<file path="src/rtl/ram_arbiter.sv">
// Round-robin arbiter between instruction fetch and load/store ports in front of a
// single-port asynchronous-read RAM; fixed two-cycle response latency per request.
module ram_arbiter #(
    parameter int ADDR_WIDTH     = 32,
    parameter int RAM_ADDR_WIDTH = 17,
    parameter int DATA_WIDTH     = 32
) (
    input  logic                      clk,
    input  logic                      rst,
    input  logic                      if_req,
    input  logic [ADDR_WIDTH-1:0]     if_addr,
    output logic                      if_gnt,
    output logic                      if_rvalid,
    output logic [DATA_WIDTH-1:0]     if_rdata,
    output logic                      if_err,
    input  logic                      d_req,
    input  logic                      d_we,
    input  logic [ADDR_WIDTH-1:0]     d_addr,
    input  logic [DATA_WIDTH-1:0]     d_wdata,
    output logic                      d_gnt,
    output logic                      d_rvalid,
    output logic [DATA_WIDTH-1:0]     d_rdata,
    output logic                      d_err,
    output logic [RAM_ADDR_WIDTH-1:0] ram_address,
    output logic                      ram_we,
    output logic [DATA_WIDTH-1:0]     ram_wdata,
    input  logic [DATA_WIDTH-1:0]     ram_rdata
);

    typedef enum logic {IDLE, ACCESS} state_t;
    localparam logic OWN_F = 1'b0;
    localparam logic OWN_D = 1'b1;

    state_t                    state_q, state_d;
    logic                      last_gnt_q, last_gnt_d;
    logic                      owner_q, owner_d;
    logic [RAM_ADDR_WIDTH-1:0] addr_q, addr_d;
    logic                      we_q, we_d;
    logic [DATA_WIDTH-1:0]     wdata_q, wdata_d;
    logic                      err_q, err_d;

    logic                      if_rvalid_q, if_rvalid_d;
    logic                      if_err_q, if_err_d;
    logic [DATA_WIDTH-1:0]     if_rdata_q, if_rdata_d;
    logic                      d_rvalid_q, d_rvalid_d;
    logic                      d_err_q, d_err_d;
    logic [DATA_WIDTH-1:0]     d_rdata_q, d_rdata_d;

    // Word-aligned and inside the RAM; there is no wrap-around.
    function automatic logic addr_err(input logic [ADDR_WIDTH-1:0] a);
        return (a[1:0] != 2'b00) || (a[ADDR_WIDTH-1:RAM_ADDR_WIDTH+2] != '0);
    endfunction

    always_comb begin
        state_d    = state_q;
        last_gnt_d = last_gnt_q;
        owner_d    = owner_q;
        addr_d     = addr_q;
        we_d       = we_q;
        wdata_d    = wdata_q;
        err_d      = err_q;
        if_gnt     = 1'b0;
        d_gnt      = 1'b0;
        case (state_q)
            IDLE: begin
                if (!rst) begin
                    d_gnt  = d_req & (~if_req | (last_gnt_q == OWN_F));
                    if_gnt = if_req & ~d_gnt;
                end
                if (d_gnt) begin
                    owner_d    = OWN_D;
                    addr_d     = d_addr[RAM_ADDR_WIDTH+1:2];
                    we_d       = d_we;
                    wdata_d    = d_wdata;
                    err_d      = addr_err(d_addr);
                    last_gnt_d = OWN_D;
                    state_d    = ACCESS;
                end else if (if_gnt) begin
                    owner_d    = OWN_F;
                    addr_d     = if_addr[RAM_ADDR_WIDTH+1:2];
                    we_d       = 1'b0;
                    err_d      = addr_err(if_addr);
                    last_gnt_d = OWN_F;
                    state_d    = ACCESS;
                end
            end
            ACCESS:  state_d = IDLE;
            default: state_d = IDLE;
        endcase
    end

    // Responses are built at the edge closing ACCESS; only the owner's registers move.
    always_comb begin
        if_rvalid_d = 1'b0;
        if_err_d    = 1'b0;
        if_rdata_d  = if_rdata_q;
        d_rvalid_d  = 1'b0;
        d_err_d     = 1'b0;
        d_rdata_d   = d_rdata_q;
        if (state_q == ACCESS) begin
            if (owner_q == OWN_F) begin
                if_rvalid_d = 1'b1;
                if_err_d    = err_q;
                if_rdata_d  = err_q ? '0 : ram_rdata;
            end else begin
                d_rvalid_d = 1'b1;
                d_err_d    = err_q;
                if (!we_q) d_rdata_d = err_q ? '0 : ram_rdata;
            end
        end
    end

    always_ff @(posedge clk or posedge rst) begin
        if (rst) begin
            state_q     <= IDLE;
            last_gnt_q  <= OWN_F;
            owner_q     <= OWN_F;
            addr_q      <= '0;
            we_q        <= 1'b0;
            wdata_q     <= '0;
            err_q       <= 1'b0;
            if_rvalid_q <= 1'b0;
            if_err_q    <= 1'b0;
            if_rdata_q  <= '0;
            d_rvalid_q  <= 1'b0;
            d_err_q     <= 1'b0;
            d_rdata_q   <= '0;
        end else begin
            state_q     <= state_d;
            last_gnt_q  <= last_gnt_d;
            owner_q     <= owner_d;
            addr_q      <= addr_d;
            we_q        <= we_d;
            wdata_q     <= wdata_d;
            err_q       <= err_d;
            if_rvalid_q <= if_rvalid_d;
            if_err_q    <= if_err_d;
            if_rdata_q  <= if_rdata_d;
            d_rvalid_q  <= d_rvalid_d;
            d_err_q     <= d_err_d;
            d_rdata_q   <= d_rdata_d;
        end
    end

    assign ram_we      = (state_q == ACCESS) & we_q & ~err_q;
    assign ram_address = addr_q;
    assign ram_wdata   = wdata_q;
    assign if_rvalid   = if_rvalid_q;
    assign if_err      = if_err_q;
    assign if_rdata    = if_rdata_q;
    assign d_rvalid    = d_rvalid_q;
    assign d_err       = d_err_q;
    assign d_rdata     = d_rdata_q;

endmodule

</file>
<file path="config.mk">
export PLATFORM = sky130hd
export DESIGN_NAME = ram_arbiter
export DESIGN_NICKNAME = d
export VERILOG_FILES = /design/src/rtl/ram_arbiter.sv
export SDC_FILE = /design/constraint.sdc
export NUM_CORES = 1
export LEC_CHECK = 0
export ABC_AREA = 1
export CORE_MARGIN = 2
export CORE_UTILIZATION = 41
export CTS_CLUSTER_DIAMETER = 150
export CTS_CLUSTER_SIZE = 8
export DETAILED_ROUTE_END_ITERATION = 8
export HOLD_SLACK_MARGIN = 0.12
export MAX_ROUTING_LAYER = met4
export PLACE_DENSITY_LB_ADDON = 0.3
export SLEW_MARGIN = 0
export SYNTH_ARGS = -nofsm -noshare
export SYNTH_HDL_FRONTEND = slang
export SYNTH_SLANG_ARGS = --single-unit
</file>
<file path="constraint.sdc">
create_clock -name clk -period 5.24 [get_ports clk]
set_input_delay 1.048 -clock clk [delete_from_list [all_inputs] [get_ports clk]]
set_output_delay 1.048 -clock clk [all_outputs]
set_load 0.02 [all_outputs]
</file>
After elaboration in Yosys (flattened, before gate mapping)
Cells that the tools add are included.

Bits in registers: 121. Input bits: 133. Output and inout bits: 120. Logic and storage cells: 59.

Muxes and demuxes: 25. Bitwise gates (word level): 11. Reductions and logical operators: 11.

Operators by type and width (count): 17-bit two-way mux (2); 32-bit two-way mux (1); 13-bit nonzero test (2); 1-bit two-way mux (21); 1-bit inverter (6); 2-bit AND reduction (3); 2-bit nonzero test (3); 1-bit bitwise AND (4); 3-bit AND reduction (1); 1-bit logical OR (2); 1-bit one-hot mux with 2 select lines (1); 1-bit OR (1).

Depth between registers and ports, before layout
Gate-level depths: netlist of run 1.

Depth in word-level cells: 10. Gate-level depth with buffers: 8.

Worst setup path before layout of run 1
OpenSTA, ideal clock, no wires.

Kind: input-to-reg. Start point: in rst. End point: reg err_q. Setup time: 0.117 ns. Arrival: 4.558 ns. Setup slack: 0.565 ns. Cell stages on the path: 7. Buffers on the path: 1. Cell sequence: inv_1 -> nand3_4 -> inv_2 -> buf_2 -> nand3_1 -> nand3_1 -> nand2_1.

Cells in the longest elaborated chain, start to end: 4. Elaborated cells between the ends (all ways): 7. Those cells by class: mux: 5; reduce/logical: 2.

RTL lines: start, declared (line 9) `input logic rst,`; 1-bit two-way mux (line 66) `if (!rst) begin`; 1-bit two-way mux (line 64) `case (state_q)`; 2-bit nonzero test (no line); 2-bit AND reduction (no line); end signal, assigned (line 135) `err_q <= err_d;`; end, declared (line 40) `logic err_q, err_d;`.

Parallel ways exist; a longest one is shown, timed or not. The select of a mux whose other input is x is not followed. A chain may end at the register's enable or synchronous reset.

Worst setup path after layout of run 1
Start point: in rst. End point: out d_gnt.

Cells in the longest elaborated chain, start to end: 3.

RTL lines: 1-bit two-way mux (line 66); 1-bit two-way mux (2 in series) (line 64); end, declared (line 20) `output logic d_gnt,`.

No other way between the ends. The select of a mux whose other input is x is not followed.

==> metrics.md, run 1 <==
| Metric | Value |
|---|---|
| Status | complete, no violations |
| P&R area growth vs syn | 62.6% |
| DRT Pass-1 Iters | 4 |
| Final design instance area without fill | 8330 um2 |
| CTS resizes | 0 |
| Synthesized net count | 694 |
| Filler cells | 963 |
| Post-CTS setup buffers | 0 |
| Total Die Area | 13,400 um2 |
| Core area | 12,100 um2 |
| Setup total negative slack | 0 ns |
| Post-route minimum period | 4.24 ns |
| CTS tree | done |
| Initial core utilization | 0.423 |
| Fin cells | 992 |
| Mux cell area share after synthesis | 0.0704 |
| Worst hold-check path type | reg -> reg |
| Xor and xnor area share after synthesis | 0 |
| Critical Path Max Stage Delay | 0.71 ns |
| H-tree lvl count | 4 |
| Clock Pin Slew Worst Setup and Hold Paths | 0.06 ns |
| Max-slew violations | 0 |
| Kind of critical path | in -> out |
| Synth Register Bits | 121 |
| Crit path top cell by count | clkdlybuf4s50_1 |
| Area share of fa/ha/maj cells after synthesis | 0 |
| Die H | 116 um |
| CTS Buf Count | 17 |
| WP data required | 4.19 ns |
| Clk sinks | 121 |
| Seq/Total Area, Yosys | 0.592 |
| Routed wire length | 14,200 um |
| # IOs | 253 |
| Antenna violations before repair | 0 |
| Skew-Pair Late Insertion Delay | 0.40 ns |
| Endpoints failing setup | 0 |
| CTS Root Cell | clkbuf_16 |
| Main combinational cell family by area after synthesis | simple AND/OR/NAND/NOR gates |
| Reg2Reg Depth | 3 |
| Fmax | 0.236 GHz |
| Syn. warnings | 0 |
| Hold path depth | 2 |
| MaxCap Viol Count | 0 |
| Post-synthesis cell area | 5120 um2 |
| Worst-margin pin slew | 1.02 ns |
| Highest ir drop seen on vdd | 0.224 mV |
| Critical path, cell by cell | clkdlybuf4s50_1 -> nor2_2 -> nand2_4 -> inv_2 -> clkdlybuf4s50_1 |
| Final period util | 0.810 |
| Total GRT Usage | 0.226 |
| Post-Syn Instances | 561 |
| Simple-gate portion of the synthesized area | 0.251 |
| Leak | 3.99 nW |
| Count of input and output buffers | 252 |
| Setup crit start kind | primary input |
| Most frequent cells in the layout | clkdlybuf4s50_1 (252), nand2_1 (241), dfrtp_1 (121) |
| Fin nets | 944 |
| RSZ-0062 raised after global routing | false |
| Final hold viol count | 0 |
| Wire per inst | 14.3 um |
| Dpl hpwl | 10,200 um |
| CTS max path bufs | 2 |
| Critical path peak fanout | 36 |
| Overflow after GRT | 0 |
| Avg Inst Size Synth | 9.12 um2 |
| Row cnt | 40 |
| Antenna cell count | 0 |
| CP Data Arrival Time | 3.20 ns |
| Complex-gate fraction of the synthesized area | 0.0259 |
| Crit-path leading delay family | buffers and inverters |
| Clock Skew | 0.00830 ns |
| Die W | 116 um |
| DRT antenna net count | 0 |
| Placed cells | 960 |
| Commonest non-fill, non-tap cell in the layout | clkdlybuf4s50_1 |
| DR DRC count | 0 |
| Vias | 4,569 |
| WP depth | 5 |
| Gpl congestion | 0.830 |
| Hold slack | 0.469 ns |
| Fraction of layout cells with a size suffix above 1 | 0.0947 |
| First DRT Iteration DRCs | 242 |
| Crit. End Element | output port |
| Bufs and invs on worst path | 3 |
| CP max-delay cell | clkdlybuf4s50_1 |
| Largest net degree at the start of global routing | 63 |
| Via density | 4.61 |
| Vias in the first global route | 4,748 |
| # hold bufs at CTS | 0 |
| Library cells used by synthesis | 19 |
| First-pass GRT wire length | 22,800 um |
| Max-slew headroom | 0.319 |
| Final Power | 4.17 mW |
| Power Dens Cells | 501 nW/um2 |
| Placed Instance Area | 7720 um2 |
==> sequential cells by signal, summed over array words and instances (netlist names) <==
name	flops
d_rdata	32
if_rdata	32
ram_wdata	32
ram_address	17
d_err	1
d_rvalid	1
err_q	1
if_err	1
if_rvalid	1
owner_q	1
state_q	1
we_q	1
==> metal layers <==
metal  global-route usage  wire length [um]  share of wire
met5                    -                 0              0
met4               0.0746               170          0.012
met3               0.0617              1080          0.076
met2                0.370              6840           0.48
met1                0.273              6120           0.43
==> cell usage after synthesis (all sizes together) <==
library cell,n,area share
mux2,32,0.070
clkbuf,4,0.0029
nor3,1,0.00098
nand3,22,0.024
nand2,244,0.18
inv,43,0.032
o21ai,1,0.00098
dfrtp,121,0.59
o21a,17,0.025
nor2,56,0.044
buf,20,0.027
==> stage by stage <==
step           utilization  setup WS, ns
2_1_floorplan            -         0.565
3_3_place_gp         0.638          1.02
3_5_place_dp         0.638         0.994
4_1_cts              0.687         0.987
5_1_grt              0.687         0.839
6_report             0.687         0.995
==> cell families (layout without fill, tap and decap cells) <==
kind of cell,after synthesis,count (layout)
compound gates,18,18
buf+inv,67,330
flops,121,121
mux,32,32
simple gates,323,323
==> cell type report <==
class | instances | area [um2] | area share
sequential | 121 | 3030 | 0.364
timing repair buffer | 255 | 2540 | 0.306
multi-input combinational | 373 | 1780 | 0.213
clock buffer | 18 | 439 | 0.0528
tap | 168 | 210 | 0.0252
inverter | 43 | 164 | 0.0197
clock inverter | 14 | 163 | 0.0195
==> power by group <==
group | switching (mW) | internal (mW) | total, mW
clock network | 0.444 | 0.724 | 1.17
registers | 0.179 | 1.24 | 1.42
logic | 0.801 | 0.784 | 1.59
total | 1.42 | 2.75 | 4.17
==> final timing paths <==
check                                   from       endpoint  slack, ns
max in group asynchronous                rst    if_rdata[6]       2.78
worst max register to register       owner_q    d_rdata[31]       3.29
worst min register to register  if_rdata[11]   if_rdata[11]       0.47
worst min-delay path            if_rdata[11]   if_rdata[11]       0.47
worst max-delay path                     rst          d_gnt        1.0
min in group asynchronous                rst  ram_wdata[29]       1.23
==> worst min-delay path: cells and delay by family, from the launching register on <==
kind / cells / cell delay [ns]
DFF: 1 / 0.34
and+or+nand+nor: 2 / 0.10
Note: power is estimated with default switching activity, not from simulation.
==> run 2: changes to the inputs <==
--- a/config.mk
+++ b/config.mk
@@ -7,7 +7,7 @@
 export LEC_CHECK = 0
 export ABC_AREA = 1
 export CORE_MARGIN = 2
-export CORE_UTILIZATION = 41
+export CORE_UTILIZATION = 37
 export CTS_CLUSTER_DIAMETER = 150
 export CTS_CLUSTER_SIZE = 8
 export DETAILED_ROUTE_END_ITERATION = 8
==> constraint.sdc (replaced) <==
create_clock -name clk -period 3.4 [get_ports clk]
set_input_delay 0.68 -clock clk [delete_from_list [all_inputs] [get_ports clk]]
set_output_delay 0.68 -clock clk [all_outputs]
set_load 0.02 [all_outputs]
==> metrics.md, run 2 (same netlist as run 1, synthesis figures left out) <==
| Metric | Value |
|---|---|
| Max-slew violations | 0 (unchanged) |
| Clock Skew | 0.00879 ns (+0.000492 ns) |
| Gpl congestion | 0.855 (+3.0%) |
| CP Data Arrival Time | 2.28 ns (-0.92 ns) |
| Largest net degree at the start of global routing | 122 (+94%) |
| Vias in the first global route | 4,701 (-0.99%) |
| Most frequent cells in the layout | clkdlybuf4s50_1 (252), nand2_1 (241), dfrtp_1 (121) |
| H-tree lvl count | 4 (unchanged) |
| Kind of critical path | in -> out |
| Crit. End Element | output port |
| Max-slew headroom | 0.321 (+0.00189) |
| Fraction of layout cells with a size suffix above 1 | 0.0969 (+0.00219) |
| CTS max path bufs | 2 (unchanged) |
| Count of input and output buffers | 252 (unchanged) |
| Worst hold-check path type | reg -> reg |
| CP startpoint | rst |
| Power Dens Cells | 791 nW/um2 (+58%) |
| Worst-margin pin slew | 1.02 ns (-0.00282 ns) |
| Total GRT Usage | 0.205 (-0.0208) |
| First DRT Iteration DRCs | 231 (-4.5%) |
| DRT antenna net count | 0 (unchanged) |
| Fmax | 0.338 GHz |
| Post-route minimum period | 2.96 ns |
| DR DRC count | 0 (unchanged) |
| Antenna cell count | 0 (unchanged) |
| CTS Buf Count | 17 (unchanged) |
| Multi-input logic area | 1780 um2 (unchanged) |
| Hold Startpoint | if_rdata[20] |
| Commonest non-fill, non-tap cell in the layout | clkdlybuf4s50_1 |
| Critical path peak fanout | 4 (-89%) |
| Core area | 13,400 um2 (+11%) |
| # IOs | 253 (unchanged) |
| DRT Pass-1 Iters | 4 (unchanged) |
| RSZ-0062 raised after global routing | false |
| P&R area growth vs syn | 65.1% |
| Die W | 122 um (+5.1%) |
| Placed Instance Area | 7760 um2 (+0.53%) |
| Fin nets | 946 (+0.21%) |
| Overflow after GRT | 0 (unchanged) |
| CTS Root Cell | clkbuf_16 |
| Hold path depth | 2 (unchanged) |
| Clk sinks | 121 (unchanged) |
| Hold slack | 0.468 ns (-0.00132 ns) |
| Status | complete, no violations |
| Vias | 4,622 (+1.2%) |
| # hold bufs at CTS | 0 (unchanged) |
| Initial core utilization | 0.382 (-0.0406) |
| Highest ir drop seen on vdd | 0.338 mV (+51%) |
| WP data required | 2.72 ns (-1.47 ns) |
| Hold endpoint | if_rdata[20] |
| Final period util | 0.871 |
| Final hold viol count | 0 (unchanged) |
| R2R Path Start | owner_q |
| Wire per inst | 14.2 um (-0.59%) |
| Setup crit start kind | primary input |
| R2R Setup Slk | 1.47 ns (-1.82 ns) |
| First-pass GRT wire length | 22,700 um (-0.48%) |
| Skew-Pair Late Insertion Delay | 0.41 ns (about the same) |
| Die H | 122 um (+5.1%) |
| Endpoints failing setup | 0 (unchanged) |
| CTS tree | done |
| Routed wire length | 14,300 um (+0.41%) |
| Row cnt | 42 (+5.0%) |
| MaxCap Viol Count | 0 (unchanged) |
| Reg area | 3030 um2 (unchanged) |
| Via density | 4.61 (+0.15%) |
| Clock Pin Slew Worst Setup and Hold Paths | 0.05 ns (about the same) |
| Post-CTS setup buffers | 0 (unchanged) |
| Leak | 4.04 nW (+1.5%) |
| Filler cells | 1,119 (+16%) |
| Final design instance area without fill | 8450 um2 (+1.5%) |
| Total Die Area | 14,800 um2 (+10%) |
| Reg2Reg Depth | 3 (unchanged) |
| Antenna violations before repair | 0 (unchanged) |
| Dpl hpwl | 10,100 um (-1.4%) |
| Worst flop-to-flop path endpoint | d_rdata[30] |
| CTS resizes | 0 (unchanged) |
==> run 2: cell count changes in the layout (fill, tap and decap cells not counted) <==
cell | before | now
clkinvlp_4 | 4 | 3
buf_4 | 3 | 4
buf_12 | 0 | 1
inv_8 | 1 | 0
clkbuf_8 | 1 | 3
bufinv_16 | 2 | 6
clkinv_4 | 2 | 1
clkinv_2 | 0 | 3
inv_6 | 5 | 0
inv_2 | 5 | 4
==> run 2: layout make-up <==
class                      instances  share of cell area
timing repair buffer             257               0.304
clock inverter                    12              0.0259
multi-input combinational        373               0.210
tap                              176              0.0261
clock buffer                      20              0.0552
inverter                          43              0.0198
sequential                       121               0.358
==> run 2: worst max-delay path, cell delays in order <==
cell,delay (ns)
clkdlybuf4s50_1,0.47
nor2_2,0.19
nand2_1,0.17
nor2_1,0.13
clkdlybuf4s50_1,0.63
==> run 2: worst max path at each step <==
| stage | to | slack [ns] | cells past startpoint |
|---|---|---|---|
| 2_1_floorplan | ram_address[0] | -0.09 | 7 |
| 3_3_place_gp | if_gnt | 0.46 | 5 |
| 3_5_place_dp | if_gnt | 0.44 | 5 |
| 4_1_cts | if_gnt | 0.43 | 5 |
| 5_1_grt | if_gnt | 0.35 | 5 |
| 6_report | if_gnt | 0.44 | 5 |
==> run 2: where the power goes <==
part | total [mW] | internal [mW] | leakage, nW | switching (mW)
sequential | 2.18 | 1.92 | 1.53 | 0.265
combinational | 2.45 | 1.21 | 2.19 | 1.24
clock | 2.06 | 1.43 | 0.332 | 0.628
total | 6.69 | 4.56 | 4.04 | 2.13
==> run 2: through the flow <==
step	std cells	worst slack, ns	utilization	setup TNS, ns	total power [mW]
after detailed placement	970	0.443	0.579	0	4.66
after global routing	1002	0.348	0.631	0	7.02
after global placement	970	0.465	0.579	0	4.60
after CTS	1002	0.434	0.631	0	6.76
final	1002	0.438	0.631	0	6.69
after floorplan	561	-0.0879	-	-0.854	3.36
==> run 2: layer usage <==
| layer | global-route usage | vias to the layer above | wire length (um) |
|---|---|---|---|
| met3 | 0.0655 | 30 | 1050 |
| met5 | - | - | 0 |
| li1 | - | 2221 | - |
| met4 | 0.0826 | 0 | 365 |
| met2 | 0.335 | 191 | 6820 |
| met1 | 0.236 | 2180 | 6020 |
==> run 3: changes to the inputs <==
--- a/config.mk
+++ b/config.mk
@@ -5,9 +5,9 @@
 export SDC_FILE = /design/constraint.sdc
 export NUM_CORES = 1
 export LEC_CHECK = 0
-export ABC_AREA = 1
+export ABC_AREA = 0
 export CORE_MARGIN = 2
-export CORE_UTILIZATION = 37
+export CORE_UTILIZATION = 36
 export CTS_CLUSTER_DIAMETER = 150
 export CTS_CLUSTER_SIZE = 8
 export DETAILED_ROUTE_END_ITERATION = 8
==> metrics.md, run 3 <==
| Metric | Value |
|---|---|
| Status | complete, no violations |
| Skew-Pair Late Insertion Delay | 0.41 ns (about the same) |
| Hold path depth | 2 (unchanged) |
| Gpl congestion | 0.833 (-2.6%) |
| Worst-margin pin slew | 1.06 ns (+0.0445 ns) |
| Main combinational cell family by area after synthesis | multiplexers |
| Critical path peak fanout | 4 (unchanged) |
| Overflow after GRT | 0 (unchanged) |
| Die W | 121 um (-0.49%) |
| DRT Pass-1 Iters | 4 (unchanged) |
| Post-synth EDFFs | 0 (unchanged) |
| Post-synthesis cell area | 4930 um2 (-3.7%) |
| Post-Syn Instances | 426 (-24%) |
| Multi-input logic area | 1690 um2 (-5.0%) |
| Antenna violations before repair | 0 (unchanged) |
| Synthesized net count | 559 (-19%) |
| Die H | 121 um (-0.49%) |
| Seq/Total Area, Yosys | 0.614 (+0.0227) |
| Clock Pin Slew Worst Setup and Hold Paths | 0.05 ns (about the same) |
| Total Die Area | 14,600 um2 (-0.98%) |
| CP Data Arrival Time | 2.21 ns (-0.07 ns) |
| Placed Instance Area | 7530 um2 (-3.1%) |
| Hold Startpoint | ram_address[11] |
| Sw Ratio | 0.274 (-0.0444) |
| Highest ir drop seen on vdd | 0.309 mV (-8.5%) |
| Crit. End Element | output port |
| MaxCap Viol Count | 0 (unchanged) |
| Post-route minimum period | 2.89 ns (-0.0726 ns) |
| Simple-gate portion of the synthesized area | 0.120 (-0.130) |
| Ys flop type | dfrtp_1 |
| Syn. warnings | 0 (unchanged) |
| Largest net degree at the start of global routing | 73 (-40%) |
| R2R Setup Slk | 1.53 ns (+0.06 ns) |
| Dpl hpwl | 9940 um (-1.4%) |
| Worst hold-check path type | reg -> reg |
| Via density | 4.68 (+1.5%) |
| Critical path, cell by cell | clkdlybuf4s50_1 -> nor2_4 -> o21ai_4 -> nor2_8 -> clkdlybuf4s50_1 |
| CTS Buf Count | 17 (unchanged) |
| RSZ-0062 raised after global routing | false |
| Top cells by count, synth | dfrtp_1 (121), nand2_1 (119), o21ai_0 (71) |
| Async set-or-reset flop fraction in the synthesized netlist | 1.00 (unchanged) |
| CTS max path bufs | 2 (unchanged) |
| Final design instance area without fill | 8070 um2 (-4.5%) |
| # hold bufs at CTS | 0 (unchanged) |
| P&R area growth vs syn | 63.7% |
| Reg area | 3030 um2 (unchanged) |
| Vias | 4,047 (-12%) |
| Most frequent cells in the layout | clkdlybuf4s50_1 (252), dfrtp_1 (121), nand2_1 (118) |
| Endpoints failing setup | 0 (unchanged) |
| Count of input and output buffers | 252 (unchanged) |
| Final hold viol count | 0 (unchanged) |
| Int Power | 3.23 mW (-29%) |
| Clock group share of total power | 0.366 (+0.058) |
| Fraction of layout cells with a size suffix above 1 | 0.110 (+0.0136) |
| Leak | 3.46 nW (-14%) |
| WP data required | 2.72 ns (about the same) |
| Sequential Power Share | 0.388 (+0.062) |
| Fin nets | 810 (-14%) |
| Complex-gate fraction of the synthesized area | 0.0921 (+0.0662) |
| Row cnt | 42 (unchanged) |
| Xor and xnor area share after synthesis | 0 (unchanged) |
| Power Dens Cells | 551 nW/um2 (-30%) |
| Mux cell area share after synthesis | 0.129 (+0.0585) |
| Final period util | 0.850 (-0.0213) |
| CTS tree | done |
| Kind of critical path | in -> out |
| First DRT Iteration DRCs | 219 (-5.2%) |
| Initial core utilization | 0.371 (-0.0112) |
| Total GRT Usage | 0.193 (-0.0129) |
| Core area | 13,300 um2 (-0.78%) |
| Avg Inst Size Synth | 11.6 um2 (+27%) |
| Area share of fa/ha/maj cells after synthesis | 0 (unchanged) |
| Comb pwr share | 0.246 (-0.120) |
| Clock Skew | 0.0144 ns (+0.00560 ns) |
| Filler cells | 1,100 (-1.7%) |
| Library cells used by synthesis | 30 (+11) |
| Crit path top cell by count | clkdlybuf4s50_1 |
| Routed wire length | 13,400 um (-5.8%) |
| Vias in the first global route | 4,294 (-8.7%) |
| CTS resizes | 0 (unchanged) |
| Post-CTS setup buffers | 0 (unchanged) |
| DR DRC count | 0 (unchanged) |
| Synth Register Bits | 121 (unchanged) |
| R2R Path Start | state_q |
| P_sw | 1.22 mW (-43%) |
| Share of the synthesized area in the top cell type | 0.614 (+0.0227) |
| Fmax | 0.346 GHz (+2.5%) |
| Critical Path Max Stage Delay | 0.62 ns (about the same) |
| Largest area contributor in the netlist | dfrtp_1 |
| CP max-delay cell | clkdlybuf4s50_1 |
| DRT antenna net count | 0 (unchanged) |
| Wire per inst | 15.6 um (+9.2%) |
| Max-slew headroom | 0.293 (-0.0281) |
| Clk sinks | 121 (unchanged) |
| CTS Root Cell | clkbuf_16 |
| Worst flop-to-flop path endpoint | ram_wdata[29] |
| Setup crit start kind | primary input |
| H-tree lvl count | 4 (unchanged) |
| Setup total negative slack | 0 ns (unchanged) |
| Hold endpoint | ram_address[11] |
| Commonest non-fill, non-tap cell in the layout | clkdlybuf4s50_1 |
| Reg2Reg Depth | 5 (+2) |
| Ranking of synthesized cells by area | dfrtp_1 (61%), nand2_1 (9.1%), mux2_4 (8.5%) |
| First-pass GRT wire length | 21,100 um (-7.0%) |
| Most common cell in the netlist | dfrtp_1 |
| # IOs | 253 (unchanged) |
| Antenna cell count | 0 (unchanged) |
| Max-slew violations | 0 (unchanged) |
run 3: power by group through the flow:
stage / clock network, mW / logic (mW) / registers (mW)
floorplan: 0 / 0.330 / 1.94
global placement: 0 / 1.09 / 1.74
detailed placement: 0 / 1.11 / 1.74
CTS: 1.66 / 1.11 / 1.73
global route: 1.73 / 1.16 / 1.74
finish: 1.63 / 1.10 / 1.72
run 3: routing by layer:
layer | share of wire | track usage
met2 | 0.53 | 0.328
met3 | 0.072 | 0.0573
met4 | 0.025 | 0.0836
met5 | 0 | -
met1 | 0.38 | 0.208
run 3: critical path, delay by kind of cell:
kind	cells	cell delay, ns
compound gates	1	0.10
buf+inv	2	1.12
simple gates	2	0.30
run 3: final cells by class:
type,count,share of cell area
flip-flops and latches,121,0.375
multi-input cells,274,0.209
inverters,5,0.00279
clock inverters,12,0.0129
well taps,176,0.0273
clock buffers,18,0.0544
repair buffers,258,0.318
run 3: per-stage QoR:
step	total power, mW	hold WS [ns]	utilization	worst slack (ns)	std cells
floorplan	2.27	0.479	-	-0.312	426
global placement	2.83	0.462	0.566	0.504	834
detailed placement	2.85	0.470	0.566	0.489	834
CTS	4.50	0.482	0.607	0.487	864
global route	4.64	0.502	0.607	0.460	864
finish	4.45	0.474	0.607	0.510	864
run 3: logic make-up after synthesis:
| kind of cell | count (synthesis) |
|---|---|
| buffers and inverters | 31 |
| AND/OR/NAND/NOR | 138 |
| AO/OA/AOI/OAI | 87 |
| flip-flops | 121 |
| multiplexers | 49 |
run 3: how the worst max path moves through the flow:
| stage | depth (start not counted) | end | slack (ns) | start |
|---|---|---|---|---|
| 5_1_grt | 5 | d_gnt | 0.46 | rst |
| 4_1_cts | 5 | d_gnt | 0.49 | rst |
| 3_3_place_gp | 5 | d_gnt | 0.50 | rst |
| 3_5_place_dp | 5 | d_gnt | 0.49 | rst |
| 6_report | 5 | d_gnt | 0.51 | rst |
| 2_1_floorplan | 4 | d_gnt | -0.31 | rst |
